File: config.mk
export PLATFORM = sky130hd
export DESIGN_NAME = fifo_sync_ctrl
export DESIGN_NICKNAME = d
export VERILOG_FILES = /design/src/rtl/fifo_pkg.sv /design/src/rtl/fifo_sync_mem.sv /design/src/rtl/fifo_sync_ctrl.sv
export SDC_FILE = /design/constraint.sdc
export NUM_CORES = 1
export LEC_CHECK = 0
export BUFFER_PORTS_ARGS = -buffer_cell sky130_fd_sc_hd__buf_2
export CAP_MARGIN = 20
export CORE_MARGIN = 2
export CORE_UTILIZATION = 55
export DETAILED_ROUTE_END_ITERATION = 7
export HOLD_SLACK_MARGIN = 0.15
export PLACE_DENSITY_LB_ADDON = 0.05
export SKIP_CTS_REPAIR_TIMING = 1
export SLEW_MARGIN = 5
export SYNTH_ARGS = -nofsm -noshare
export SYNTH_HDL_FRONTEND = slang
export SYNTH_SLANG_ARGS = --single-unit
File: constraint.sdc
create_clock -name clk -period 3.1 [get_ports clk]
set_input_delay 0.31 -clock clk [delete_from_list [all_inputs] [get_ports clk]]
set_output_delay 0.31 -clock clk [all_outputs]
set_load 0.01 [all_outputs]
File: src/rtl/fifo_pkg.sv
// Shared widths and read-mode constants for the single-clock FIFO.
package fifo_pkg;

  localparam int unsigned FIFO_STD  = 32'd0;
  localparam int unsigned FIFO_FWFT = 32'd1;

  function automatic int unsigned ptr_w(input int unsigned d);
    return (d > 32'd1) ? $clog2(d) : 32'd1;
  endfunction

  function automatic int unsigned cnt_w(input int unsigned d);
    return $clog2(d + 32'd1);
  endfunction

endpackage

File: src/rtl/fifo_sync_mem.sv
// FIFO storage: register array with one synchronous write port and one
// combinational read port. The array is deliberately not reset.
module fifo_sync_mem
  import fifo_pkg::*;
#(
  parameter int unsigned width = 8,
  parameter int unsigned depth = 8,
  parameter int unsigned aw    = ptr_w(depth)
) (
  input  logic             clk,
  input  logic             we,
  input  logic [aw-1:0]    waddr,
  input  logic [width-1:0] wdata,
  input  logic [aw-1:0]    raddr,
  output logic [width-1:0] rdata
);

  logic [width-1:0] mem_q [depth];

  // Write port
  always_ff @(posedge clk) begin
    if (we) begin
      mem_q[waddr] <= wdata;
    end
  end

  assign rdata = mem_q[raddr];

endmodule

File: src/rtl/fifo_sync_ctrl.sv
// Single-clock FIFO controller: pointers, fill count, registered flags,
// error pulses and read-data timing for standard or first-word-fall-through.
module fifo_sync_ctrl
  import fifo_pkg::*;
#(
  parameter int unsigned width    = 8,
  parameter int unsigned depth    = 8,
  parameter int unsigned fwft     = FIFO_STD,
  parameter int unsigned af_level = depth - 1,
  parameter int unsigned ae_level = 1
) (
  input  logic                       clk,
  input  logic                       rest_n,
  input  logic                       wr_en,
  input  logic [width-1:0]           wr_data,
  input  logic                       rd_en,
  output logic [width-1:0]           rd_data,
  output logic                       rd_vld,
  output logic                       full,
  output logic                       empty,
  output logic                       almost_full,
  output logic                       almost_empty,
  output logic [cnt_w(depth)-1:0]    count,
  output logic                       wr_err,
  output logic                       rd_err
);

  localparam int unsigned          PTR_W     = ptr_w(depth);
  localparam int unsigned          CNT_W     = cnt_w(depth);
  localparam logic [PTR_W-1:0]     PTR_LAST  = PTR_W'(depth - 1);
  localparam logic [CNT_W-1:0]     DEPTH_C   = CNT_W'(depth);
  localparam logic [CNT_W-1:0]     AF_C      = CNT_W'(af_level);
  localparam logic [CNT_W-1:0]     AE_C      = CNT_W'(ae_level);
  localparam bit                   FWFT_MODE = (fwft == FIFO_FWFT);

  if (depth < 2 || af_level < 1 || af_level > depth || ae_level >= depth) begin : g_bad_params
    $error("fifo_sync_ctrl: illegal depth/af_level/ae_level combination");
  end

  function automatic logic [PTR_W-1:0] ptr_inc(input logic [PTR_W-1:0] p);
    if (p == PTR_LAST) begin
      return {PTR_W{1'b0}};
    end else begin
      return p + PTR_W'(1);
    end
  endfunction

  logic [PTR_W-1:0] wr_ptr_q, wr_ptr_d;
  logic [PTR_W-1:0] rd_ptr_q, rd_ptr_d;
  logic [CNT_W-1:0] count_q, count_d;
  logic             full_q, full_d, empty_q, empty_d;
  logic             af_q, af_d, ae_q, ae_d;
  logic             wr_err_q, wr_err_d, rd_err_q, rd_err_d;
  logic [width-1:0] rd_data_q, rd_data_d;
  logic             rd_vld_q, rd_vld_d;
  logic             wr_acc_s, rd_acc_s;
  logic [PTR_W-1:0] mem_raddr_s;
  logic [width-1:0] mem_rdata_s;

  fifo_sync_mem #(
    .width (width),
    .depth (depth),
    .aw    (PTR_W)
  ) u_mem (
    .clk   (clk),
    .we    (wr_acc_s),
    .waddr (wr_ptr_q),
    .wdata (wr_data),
    .raddr (mem_raddr_s),
    .rdata (mem_rdata_s)
  );

  // Accept decisions, pointer/count next state, flags and error pulses.
  // A full FIFO with read+write takes the read and refuses the write.
  always_comb begin
    wr_acc_s = wr_en && !full_q;
    rd_acc_s = rd_en && !empty_q;

    if (wr_acc_s) begin
      wr_ptr_d = ptr_inc(wr_ptr_q);
    end else begin
      wr_ptr_d = wr_ptr_q;
    end

    if (rd_acc_s) begin
      rd_ptr_d = ptr_inc(rd_ptr_q);
    end else begin
      rd_ptr_d = rd_ptr_q;
    end

    case ({wr_acc_s, rd_acc_s})
      2'b10:   count_d = count_q + CNT_W'(1);
      2'b01:   count_d = count_q - CNT_W'(1);
      default: count_d = count_q;
    endcase

    full_d   = (count_d == DEPTH_C);
    empty_d  = (count_d == {CNT_W{1'b0}});
    af_d     = (count_d >= AF_C);
    ae_d     = (count_d <= AE_C);
    wr_err_d = wr_en && full_q;
    rd_err_d = rd_en && empty_q;

    // Fall-through mode preloads the word that will be at the head next cycle
    if (FWFT_MODE) begin
      mem_raddr_s = rd_ptr_d;
    end else begin
      mem_raddr_s = rd_ptr_q;
    end
  end

  // Read-data register: head-of-queue preload in fall-through, pop data otherwise.
  always_comb begin
    rd_data_d = rd_data_q;
    rd_vld_d  = 1'b0;
    if (FWFT_MODE) begin
      rd_vld_d = !empty_d;
      if (wr_acc_s && (wr_ptr_q == rd_ptr_d)) begin
        rd_data_d = wr_data;
      end else begin
        rd_data_d = mem_rdata_s;
      end
    end else begin
      rd_vld_d = rd_acc_s;
      if (rd_acc_s) begin
        rd_data_d = mem_rdata_s;
      end else begin
        rd_data_d = rd_data_q;
      end
    end
  end

  // State and output registers
  always_ff @(posedge clk or negedge rest_n) begin
    if (!rest_n) begin
      wr_ptr_q  <= {PTR_W{1'b0}};
      rd_ptr_q  <= {PTR_W{1'b0}};
      count_q   <= {CNT_W{1'b0}};
      full_q    <= 1'b0;
      empty_q   <= 1'b1;
      af_q      <= 1'b0;
      ae_q      <= 1'b1;
      wr_err_q  <= 1'b0;
      rd_err_q  <= 1'b0;
      rd_data_q <= {width{1'b0}};
      rd_vld_q  <= 1'b0;
    end else begin
      wr_ptr_q  <= wr_ptr_d;
      rd_ptr_q  <= rd_ptr_d;
      count_q   <= count_d;
      full_q    <= full_d;
      empty_q   <= empty_d;
      af_q      <= af_d;
      ae_q      <= ae_d;
      wr_err_q  <= wr_err_d;
      rd_err_q  <= rd_err_d;
      rd_data_q <= rd_data_d;
      rd_vld_q  <= rd_vld_d;
    end
  end

  assign rd_data      = rd_data_q;
  assign rd_vld       = rd_vld_q;
  assign full         = full_q;
  assign empty        = empty_q;
  assign almost_full  = af_q;
  assign almost_empty = ae_q;
  assign count        = count_q;
  assign wr_err       = wr_err_q;
  assign rd_err       = rd_err_q;

endmodule
==> impl_metrics.yaml <==
run_status:
  status: "finished, final reports clean"
layout:
  finalNonFillerCells: 326
  antennaDiodeCount: 0
  final_net_count: 262
  drive_above_1_share: 0.3213
  design_area_sq_um: 3983
  area_growth_pct: 12.87
  regArea_sq_um: 2550
  layout.cells.most_common_list: "64 x edfxtp_1, 30 x buf_2, 23 x nand2_1, 23 x dfrtp_1, 16 x mux4_2"
  multi_input_area_sq_um: 912.1
  final_core_util: 0.6344
  nFillCells: 456
  final_common_cell: "edfxtp_1"
power:
  p_leak_nw: 1.500
  swShare: 0.3327
  p_total_mw: 3.551
  pwr-share-seq: 0.499
  combPwrFrac: 0.302
  p_int_mw: 2.370
  power_switching_mw: 1.181
  power.density_nw_per_um2: 891.6
  p_clk_frac: 0.199
  ir_drop_uv: 572.1
clock_tree:
  numCtsBuffers: 9
  cts_root_buf: "clkbuf_8"
  clk_latency_ns: 0.35
  htreeDepth: 3
  cts_tree: "done"
  clk_pin_slew_ns: 0.09
  clockBufferDepth: 2
  cts.sinks: 89
synth:
  ys_seq_elements: 89
  yosysSeqAreaShare: 0.7227
  synth_cells: 201
  netlist_area_sq_um: 3528
  synth-edff-count: 64
  mappedNetlistNets: 219
  ys_async_sr_fraction: 0.2809
  synth-main-ff-cell: "edfxtp_1"
  yosysWarnings: 0
  syn_avg_cell_area_sq_um: 17.55
  synth_cell_types: 37
grt:
  antenna_found_initial: 0
  track_usage: 0.2003
  grt_pass1_vias: 1870
  grt_pass1_wl_microns: 10060
  grt_max_degree: 26
  overflow: 0
timing:
  final_max_slew_viol_count: 0
  min_period_over_period: 0.8376
  final.min_clock_period_ns: 2.596
  slew-limit-headroom: 0.3712
  rsz0062_at_grt: "no"
  hold_slack_ns: 0.1837
  postLayoutSetupSlackWorst_ns: 0.5036
  setup-violations-final: 0
  tightest_slew_ns: 0.9397
  timing.fmax_mhz: 385.1
  skew_ns: 0.006442
  tns_ns: 0
  hold_viol: 0
die:
  ios: 31
  initial_core_util: 0.5621
  fp.dieArea_sq_um: 7072
  die_w_microns: 84.10
  rows: 29
  core_area_sq_um: 6277
  die_h_microns: 84.10
worst_hold_path:
  min_to: "wr_err$_DFF_PN0_"
  hold_class: "in -> reg"
  hold_depth: 2
  min_from: "wr_en"
critical_path:
  crit_required_ns: 3.39
  timing.rr.end: "almost_full$_DFF_PN0_"
  r2r-start: "empty$_DFF_PN1_"
  cp_data_arrival_time_ns: 2.89
  start_kind: "flop"
  crit_path_end_kind: "flop"
  worstSetupPathType: "reg -> reg"
  worstPathMaxFanout: 21
  regToRegSetupSlack_ns: 0.50
  worstRegToRegCells: 11
placed_design:
  dp_hpwl_microns: 4150
  placed_area_sq_um: 3795
  pre_cts_ws_ns: 0.5611
  numPortBuffers: 30
  dp_cells: 309
  gp_congestion: 0.7378
detailed_routing:
  wl_microns: 6483
  ant_nets: 0
  dr_total_vias: 1851
  dr.pass1.iters: 4
  drc: 0
  routedWlPerCell_microns: 19.89
  drt-initial-drc-count: 130
  vias_per_cell: 5.678
job:
  maxCapViolations: 0
-- power groups by stage --
stage | sequential (mW) | clock [mW] | combinational, mW
after floorplan | 1.74 | 0 | 0.767
after global placement | 1.77 | 0 | 1.04
after detailed placement | 1.80 | 0 | 1.08
after CTS | 1.78 | 0.731 | 1.09
after global routing | 1.80 | 0.783 | 1.18
final | 1.77 | 0.706 | 1.07
-- cell usage after synthesis (2+ instances only) --
cell type	n	area [sq um]
mux2i_1	8	80.08
edfxtp_1	64	1922
ha_1	6	75.07
dfrtp_1	23	575.6
mux4_2	16	360.4
nor2_1	6	22.52
nand2b_1	4	25.02
nand2_1	23	86.33
buf_2	2	10.01
dfstp_2	2	52.55
inv_2	2	7.510
buf_6	2	22.52
clkbuf_1	3	11.26
nor3_1	6	30.03
nor3b_1	2	15.01
o21ai_0	9	45.04
and2_1	2	12.51
xnor2_1	2	17.52
-- kinds of logic (layout without fill, tap and decap cells) --
group | after synthesis | count (layout) | share of synthesized area
fa+ha+maj | 6 | 6 | 0.02128
mux | 25 | 25 | 0.1280
compound gates | 17 | 17 | 0.03014
flops | 89 | 89 | 0.7227
xor+xnor | 4 | 4 | 0.01206
buf+inv | 12 | 60 | 0.01879
simple gates | 48 | 48 | 0.06702
-- state kept, by name, summed over array words and instances (netlist names) --
signal,flops
wr_ptr_q,3
count,4
rd_vld,1
empty,1
full,1
rd_err,1
wr_err,1
almost_empty,1
almost_full,1
rd_data,8
u_mem.mem_q,64
mem_raddr_s,3
-- how the worst max path moves through the flow --
stage / start / end / slack, ns / depth (start not counted)
2_1_floorplan: empty$_DFF_PN1_ / full$_DFF_PN0_ / 0.63 / 10
3_3_place_gp: empty$_DFF_PN1_ / almost_full$_DFF_PN0_ / 0.71 / 11
3_5_place_dp: empty$_DFF_PN1_ / almost_full$_DFF_PN0_ / 0.56 / 11
4_1_cts: empty$_DFF_PN1_ / almost_full$_DFF_PN0_ / 0.54 / 11
5_1_grt: empty$_DFF_PN1_ / almost_full$_DFF_PN0_ / 0.33 / 11
6_report: empty$_DFF_PN1_ / almost_full$_DFF_PN0_ / 0.50 / 11
-- worst max-delay path, cell delays in order, from the launching register on --
cell and delay (ns):
dfstp_2 0.55, nand2b_1 0.20, buf_4 0.29, inv_2 0.11, nand2_1 0.10, xnor2_1 0.13, ha_1 0.18, a21oi_1 0.05
a21boi_1 0.14, nor3_1 0.21, xor2_1 0.39, a31o_1 0.20
-- metal layers --
metal / up-vias / GRT usage / routed length, microns
met5: - / 0 / 0
met4: 0 / 0.08504 / 120
met3: 12 / 0.04055 / 223
met2: 47 / 0.3355 / 3486
met1: 939 / 0.2558 / 2653
li1: 853 / - / -
-- cell type report --
cell class,count,area share
Clock inverter,7,0.01351
Timing Repair Buffer,41,0.05906
Inverter,3,0.002828
Clock buffer,9,0.03110
Tap cell,77,0.02419
Sequential cell,89,0.6403
Multi-Input combinational cell,100,0.2290
(Power assumes the default switching activity.)
